===== src/rtl/ttc_lite_pkg14.sv =====
// Shared widths, control-bit positions and helpers for the lite timer/counter.
package ttc_lite_pkg14;

  localparam int CNT_W  = 16;
  localparam int CTRL_W = 5;

  localparam int CTRL_DISABLE  = 0;
  localparam int CTRL_INTERVAL = 1;
  localparam int CTRL_DEC      = 2;
  localparam int CTRL_MATCH    = 3;
  localparam int CTRL_RESTART  = 4;

  typedef logic [CNT_W-1:0] count_t;

  localparam count_t CNT_MAX  = 16'hFFFF;
  localparam count_t CNT_ZERO = 16'h0000;
  localparam count_t CNT_ONE  = 16'h0001;

  // Value the counter restarts from for a given direction and mode.
  function automatic count_t restart_value(input logic dec, input logic interval_mode,
                                           input count_t interval);
    if (!dec)
      return CNT_ZERO;
    else if (interval_mode)
      return interval;
    else
      return CNT_MAX;
  endfunction

endpackage


===== src/rtl/ttc_match_cmp14.sv =====
// One match channel: holds its match value and pulses when an advancing
// count lands on it.
module ttc_match_cmp14
  import ttc_lite_pkg14::*;
(
  input  logic   pclk14,
  input  logic   n_p_reset14,
  input  logic   wr_sel,
  input  count_t wr_data,
  input  logic   enable,
  input  logic   advance,
  input  count_t cur_count,
  input  count_t next_count,
  output logic   match_pulse
);

  count_t match_reg;

  // Compare against the value about to be shown so the pulse lines up with it;
  // a count that does not change is not a new arrival.
  always_ff @(posedge pclk14 or negedge n_p_reset14) begin
    if (!n_p_reset14) begin
      match_reg   <= CNT_ZERO;
      match_pulse <= 1'b0;
    end else begin
      if (wr_sel)
        match_reg <= wr_data;
      match_pulse <= enable && advance && (next_count != cur_count) &&
                     (next_count == match_reg);
    end
  end

endmodule


===== src/rtl/ttc_counter_lite14.sv =====
// Lite 16-bit timer/counter: up/down, free-running or interval, three match
// channels and a self-clearing restart.
module ttc_counter_lite14
  import ttc_lite_pkg14::*;
(
  input  logic              pclk14,
  input  logic              n_p_reset14,
  input  logic [CNT_W-1:0]  pwdata14,
  input  logic              cntr_ctrl_reg_sel14,
  input  logic              interval_reg_sel14,
  input  logic              match_1_reg_sel14,
  input  logic              match_2_reg_sel14,
  input  logic              match_3_reg_sel14,
  input  logic              clk_ctrl_en14,
  output logic [CNT_W-1:0]  counter_val14,
  output logic [CTRL_W-1:0] cntr_ctrl_out14,
  output logic              interval_intr14,
  output logic              overflow_intr14,
  output logic              restart14,
  output logic [3:1]        match_intr14
);

  logic [CTRL_W-2:0] ctrl_reg;
  count_t            interval_reg;
  count_t            next_count;
  logic              hit_interval;
  logic              hit_overflow;
  logic              restart_req;
  logic              advance;
  logic [3:1]        match_sel;

  assign cntr_ctrl_out14 = {1'b0, ctrl_reg};
  assign restart_req     = cntr_ctrl_reg_sel14 && pwdata14[CTRL_RESTART];
  assign advance         = clk_ctrl_en14 && !ctrl_reg[CTRL_DISABLE] && !restart_req;
  assign match_sel       = {match_3_reg_sel14, match_2_reg_sel14, match_1_reg_sel14};

  // ">=" in up/interval mode also catches an interval lowered below the count.
  always_comb begin
    next_count   = counter_val14;
    hit_interval = 1'b0;
    hit_overflow = 1'b0;
    if (!ctrl_reg[CTRL_DEC]) begin
      if (ctrl_reg[CTRL_INTERVAL]) begin
        if (counter_val14 >= interval_reg) begin
          next_count   = CNT_ZERO;
          hit_interval = 1'b1;
        end else begin
          next_count = counter_val14 + CNT_ONE;
        end
      end else begin
        next_count   = counter_val14 + CNT_ONE;
        hit_overflow = (counter_val14 == CNT_MAX);
      end
    end else begin
      if (ctrl_reg[CTRL_INTERVAL]) begin
        if (counter_val14 == CNT_ZERO) begin
          next_count   = interval_reg;
          hit_interval = 1'b1;
        end else begin
          next_count = counter_val14 - CNT_ONE;
        end
      end else begin
        next_count   = counter_val14 - CNT_ONE;
        hit_overflow = (counter_val14 == CNT_ZERO);
      end
    end
  end

  // Restart takes the freshly written direction/mode; a tick uses the old bits.
  always_ff @(posedge pclk14 or negedge n_p_reset14) begin
    if (!n_p_reset14) begin
      counter_val14   <= CNT_ZERO;
      ctrl_reg        <= 4'b0001;
      interval_reg    <= CNT_ZERO;
      interval_intr14 <= 1'b0;
      overflow_intr14 <= 1'b0;
      restart14       <= 1'b0;
    end else begin
      interval_intr14 <= 1'b0;
      overflow_intr14 <= 1'b0;
      restart14       <= 1'b0;
      if (restart_req) begin
        counter_val14 <= restart_value(pwdata14[CTRL_DEC], pwdata14[CTRL_INTERVAL],
                                       interval_reg);
        restart14     <= 1'b1;
      end else if (advance) begin
        counter_val14   <= next_count;
        interval_intr14 <= hit_interval;
        overflow_intr14 <= hit_overflow;
      end
      if (cntr_ctrl_reg_sel14)
        ctrl_reg <= pwdata14[CTRL_W-2:0];
      if (interval_reg_sel14)
        interval_reg <= pwdata14;
    end
  end

  for (genvar n = 1; n <= 3; n++) begin : g_match
    ttc_match_cmp14 u_match (
      .pclk14      (pclk14),
      .n_p_reset14 (n_p_reset14),
      .wr_sel      (match_sel[n]),
      .wr_data     (pwdata14),
      .enable      (ctrl_reg[CTRL_MATCH]),
      .advance     (advance),
      .cur_count   (counter_val14),
      .next_count  (next_count),
      .match_pulse (match_intr14[n])
    );
  end

endmodule


===== config.mk =====
export PLATFORM = sky130hd
export DESIGN_NAME = ttc_counter_lite14
export DESIGN_NICKNAME = d
export VERILOG_FILES = /design/src/rtl/ttc_lite_pkg14.sv /design/src/rtl/ttc_match_cmp14.sv /design/src/rtl/ttc_counter_lite14.sv
export SDC_FILE = /design/constraint.sdc
export NUM_CORES = 1
export LEC_CHECK = 0
export BUFFER_PORTS_ARGS = -buffer_cell sky130_fd_sc_hd__buf_2
export CORE_MARGIN = 2
export CORE_UTILIZATION = 40
export CTS_CLUSTER_SIZE = 25
export DETAILED_ROUTE_END_ITERATION = 16
export GPL_TIMING_DRIVEN = 0
export PLACE_DENSITY = 0.69
export SETUP_SLACK_MARGIN = 0.02
export SLEW_MARGIN = 20
export SYNTH_ARGS = -nofsm -noshare
export SYNTH_HDL_FRONTEND = slang
export SYNTH_SLANG_ARGS = --single-unit

===== constraint.sdc =====
create_clock -name pclk14 -period 2.97 [get_ports pclk14]
set_clock_uncertainty 0.15 [all_clocks]
set_input_delay 0.594 -clock pclk14 [delete_from_list [all_inputs] [get_ports pclk14]]
set_output_delay 0.594 -clock pclk14 [all_outputs]
set_load 0.01 [all_outputs]

==> impl_metrics.py <==
metrics = {
    "status": {
        "status": "finished, violations left",
        "violations": "setup timing",
    },
    "logic_synthesis": {
        "yosysMostFrequentCell": "dfrtp_1",
        "synth.cell_area_um2": 6000,
        "synth_area_leader_cell": "dfrtp_1",
        "synth_area_leaders": "dfrtp_1, mux2_2, xor2_1",
        "synth_seq_cells": 90,
        "ys.flop_type": "dfrtp_1",
        "synth_commonest_cells": "dfrtp_1, a21oi_1, mux2_2",
        "yosysWarnings": 0,
        "synth.distinct_cells": 77,
        "async_flop_share_pct": 100,
        "syn_nets": 672,
        "synth.top_cell.area_share_pct": 37.1,
        "synth_cells": 629,
        "seq_area_frac_synth_pct": 37.6,
        "synth_area_per_cell_um2": 9.53,
        "synth_edf_count": 0,
    },
    "route": {
        "vias": 5625,
        "wl_per_cell_um": 22.4,
        "drtIter0Drc": 563,
        "drt-total-wl_um": 20500,
        "ant_nets": 0,
        "drtPass1Iterations": 6,
        "via_per_inst": 6.16,
        "drc": 0,
    },
    "clock_network": {
        "h-tree-depth": 3,
        "cts.root.buffer_cell": "clkbuf_16",
        "clkTransAtPathRegs_ns": 0.06,
        "numCtsBuffers": 9,
        "hold_buffers": 0,
        "clock_sinks": 90,
        "clock_path_buffers": 2,
        "cts_tree": "done",
        "clk_latency_ns": 0.36,
    },
    "floorplan": {
        "io_pins": 51,
        "die_h_um": 126,
        "start_util_pct": 41.1,
        "die_w_um": 126,
        "design.core.area_um2": 14600,
        "placementRows": 44,
        "dieArea_um2": 16000,
    },
    "timing": {
        "slew_headroom_pct": 44.1,
        "hold_viol_final": 0,
        "worst_pin_slew_ns": 0.835,
        "finalSetupViolCount": 3,
        "tns_ns": -1.65,
        "fin_crit_ns": 3.56,
        "maxSlewViolCount": 0,
        "fin_ws_ns": -0.587,
        "rsz0062_at_grt": "true",
        "period_share_pct": 120,
        "clock.fmax_mhz": 281,
    },
    "power_and_ir_drop": {
        "p_clk_share_pct": 23.1,
        "seq_power_share_pct": 30.1,
        "ir_drop_mv": 0.370,
        "p_leak_uw": 0.00317,
        "switching_share_pct": 40.2,
        "p_comb_share_pct": 46.7,
        "p_sw_uw": 2020,
        "p_int_uw": 3020,
        "p_per_area_nw_per_um2": 670,
    },
    "critical_path": {
        "r2r_slack_ns": -0.59,
        "cp_cell_sequence": "buf_6, nor4_4, buf_4, and4_4, buf_8, nand3_1, o211ai_1, buf_4, nor2_1, or4_4, nor4b_4, nand4_1, and4_1",
        "critical_path.reg2reg.endpoint": "g_match[2].u_match.match_pulse",
        "cp_data_required_time_ns": 3.05,
        "start_kind": "register",
        "timing_worst_setup_path_type": "reg2reg",
        "crit_top_cell": "buf_4",
        "cp_max_fo": 10,
        "max_stage_delay_ns": 0.51,
        "arrival_ns": 3.64,
        "critPathLaunch": "counter_val14[7]",
        "cpLargestDelayFamily": "simple AND/OR/NAND/NOR gates",
        "crit_path_end_kind": "register",
        "slowest_stage": "or4_4",
        "cp_num_buf_inv": 4,
        "reg2reg_from": "counter_val14[7]",
        "ff2ff_path_depth": 13,
    },
    "cells_and_area": {
        "design_area_um2": 7520,
        "drive_above_1_share_pct": 32.6,
        "area_delta_synth_final_pct": 25.4,
        "largest_reg_flops": 48,
        "antenna_cells": 0,
        "finalNetCount": 768,
    },
    "global_route": {
        "first_global_vias": 5579,
        "grt_util_met3_pct": 4.43,
        "gr-usage-met2_pct": 40.6,
        "grtUsageTotal_pct": 25.5,
        "grt.busiest_layer": "met2",
        "grt_max_degree": 61,
        "grt_pass1_wl_um": 31200,
        "antenna_found_initial": 0,
        "grtUsageMet1_pct": 33.0,
        "overflow": 0,
    },
    "place": {
        "gp_congestion": 0.991,
        "dp_hpwl_um": 14700,
        "portBuffers": 46,
        "dpl-instance-area_um2": 6560,
    },
    "worst_hold_path": {
        "hp-class": "in2async",
    },
    "flow_run": {
        "cap_violations": 0,
    },
}
-- layer usage --
| layer | wire length [um] | vias to the layer above |
|---|---|---|
| met1 | 8250 | 2771 |
| met3 | 1690 | 76 |
| met5 | 0 | - |
| met2 | 9540 | 294 |
| met4 | 994 | 0 |
| li1 | - | 2484 |
-- worst register-to-register path: stages, from the launching register on --
cell	delay, ns
dfrtp_1	0.41
buf_6	0.16
nor4_4	0.37
buf_4	0.19
and4_4	0.27
buf_8	0.16
nand3_1	0.08
o211ai_1	0.18
buf_4	0.17
nor2_1	0.03
or4_4	0.51
nor4b_4	0.24
nand4_1	0.24
and4_1	0.28
-- cells by family after synthesis --
logic type,synth area share [%]
buffers and inverters,5.72
muxes,9.51
and+or+nand+nor,15.0
xor gates and xnor gates,9.93
other,0.0625
adders and majority gates,3.96
DFF,37.6
AOI/OAI and AO/OA,18.2
-- power groups by stage --
| stage | logic (uW) | registers [uW] | clock network [uW] |
|---|---|---|---|
| CTS | 2210 | 1510 | 1180 |
| finish | 2350 | 1520 | 1170 |
| global route | 2490 | 1540 | 1230 |
| detailed placement | 1880 | 1540 | 0 |
| floorplan | 1310 | 1520 | 0 |
| global placement | 1830 | 1530 | 0 |
-- placed cells by master, fill, tap and decap left out, types with 4 or more instances in the layout --
cell / instances
a211oi_1: 5
a221o_1: 7
buf_4: 45
nand4_1: 17
a21oi_1: 46
o21ai_0: 40
ha_1: 15
and3_1: 7
o31ai_1: 7
nor4_1: 6
a21oi_2: 5
inv_1: 25
mux2_2: 48
nand3_1: 16
clkbuf_16: 9
buf_2: 52
a21oi_4: 5
dfrtp_1: 86
clkbuf_1: 19
nor3_1: 5
buf_1: 5
xnor2_1: 32
xor2_1: 36
nor2_1: 23
buf_6: 4
nand2_1: 43
-- area by class of cell --
type / count / area (um2)
fill: 1321 / 7070
timing repair buffer: 85 / 558
tap: 184 / 230
clock buffer: 11 / 243
buffer: 48 / 285
clock inverter: 4 / 52.6
multi-input combinational: 462 / 3780
inverter: 29 / 114
sequential: 90 / 2260
-- stage by stage --
stage	instances	util, %	hold slack, ns	worst slack [ns]	power, uW
4_1_cts	907	50.6	0.0476	-0.448	4910
3_3_place_gp	859	44.8	0.360	-1.17	3360
6_report	913	51.6	0.0378	-0.587	5040
3_5_place_dp	860	45.0	0.367	-1.25	3410
5_1_grt	913	51.6	0.0701	-0.617	5260
2_1_floorplan	629	-	0.148	-0.161	2830
-- repair_timing --
item | 4_1_cts | 5_1_grt
gates resized for setup | 54 | 20
endpoints found under the setup margin | 13 | 7
pin swaps | 21 | 16
buffers inserted | 32 | 6
-- worst max-delay path by stage --
stage | to | slack [ns] | cells past startpoint
detailed placement | g_match[1].u_match.match_pulse | -1.25 | 10
floorplan | g_match[1].u_match.match_pulse | -0.16 | 12
global route | g_match[2].u_match.match_pulse | -0.62 | 13
CTS | g_match[2].u_match.match_pulse | -0.45 | 11
global placement | g_match[2].u_match.match_pulse | -1.17 | 10
finish | g_match[2].u_match.match_pulse | -0.59 | 13
No activity file was read; power rests on OpenSTA's default activity.
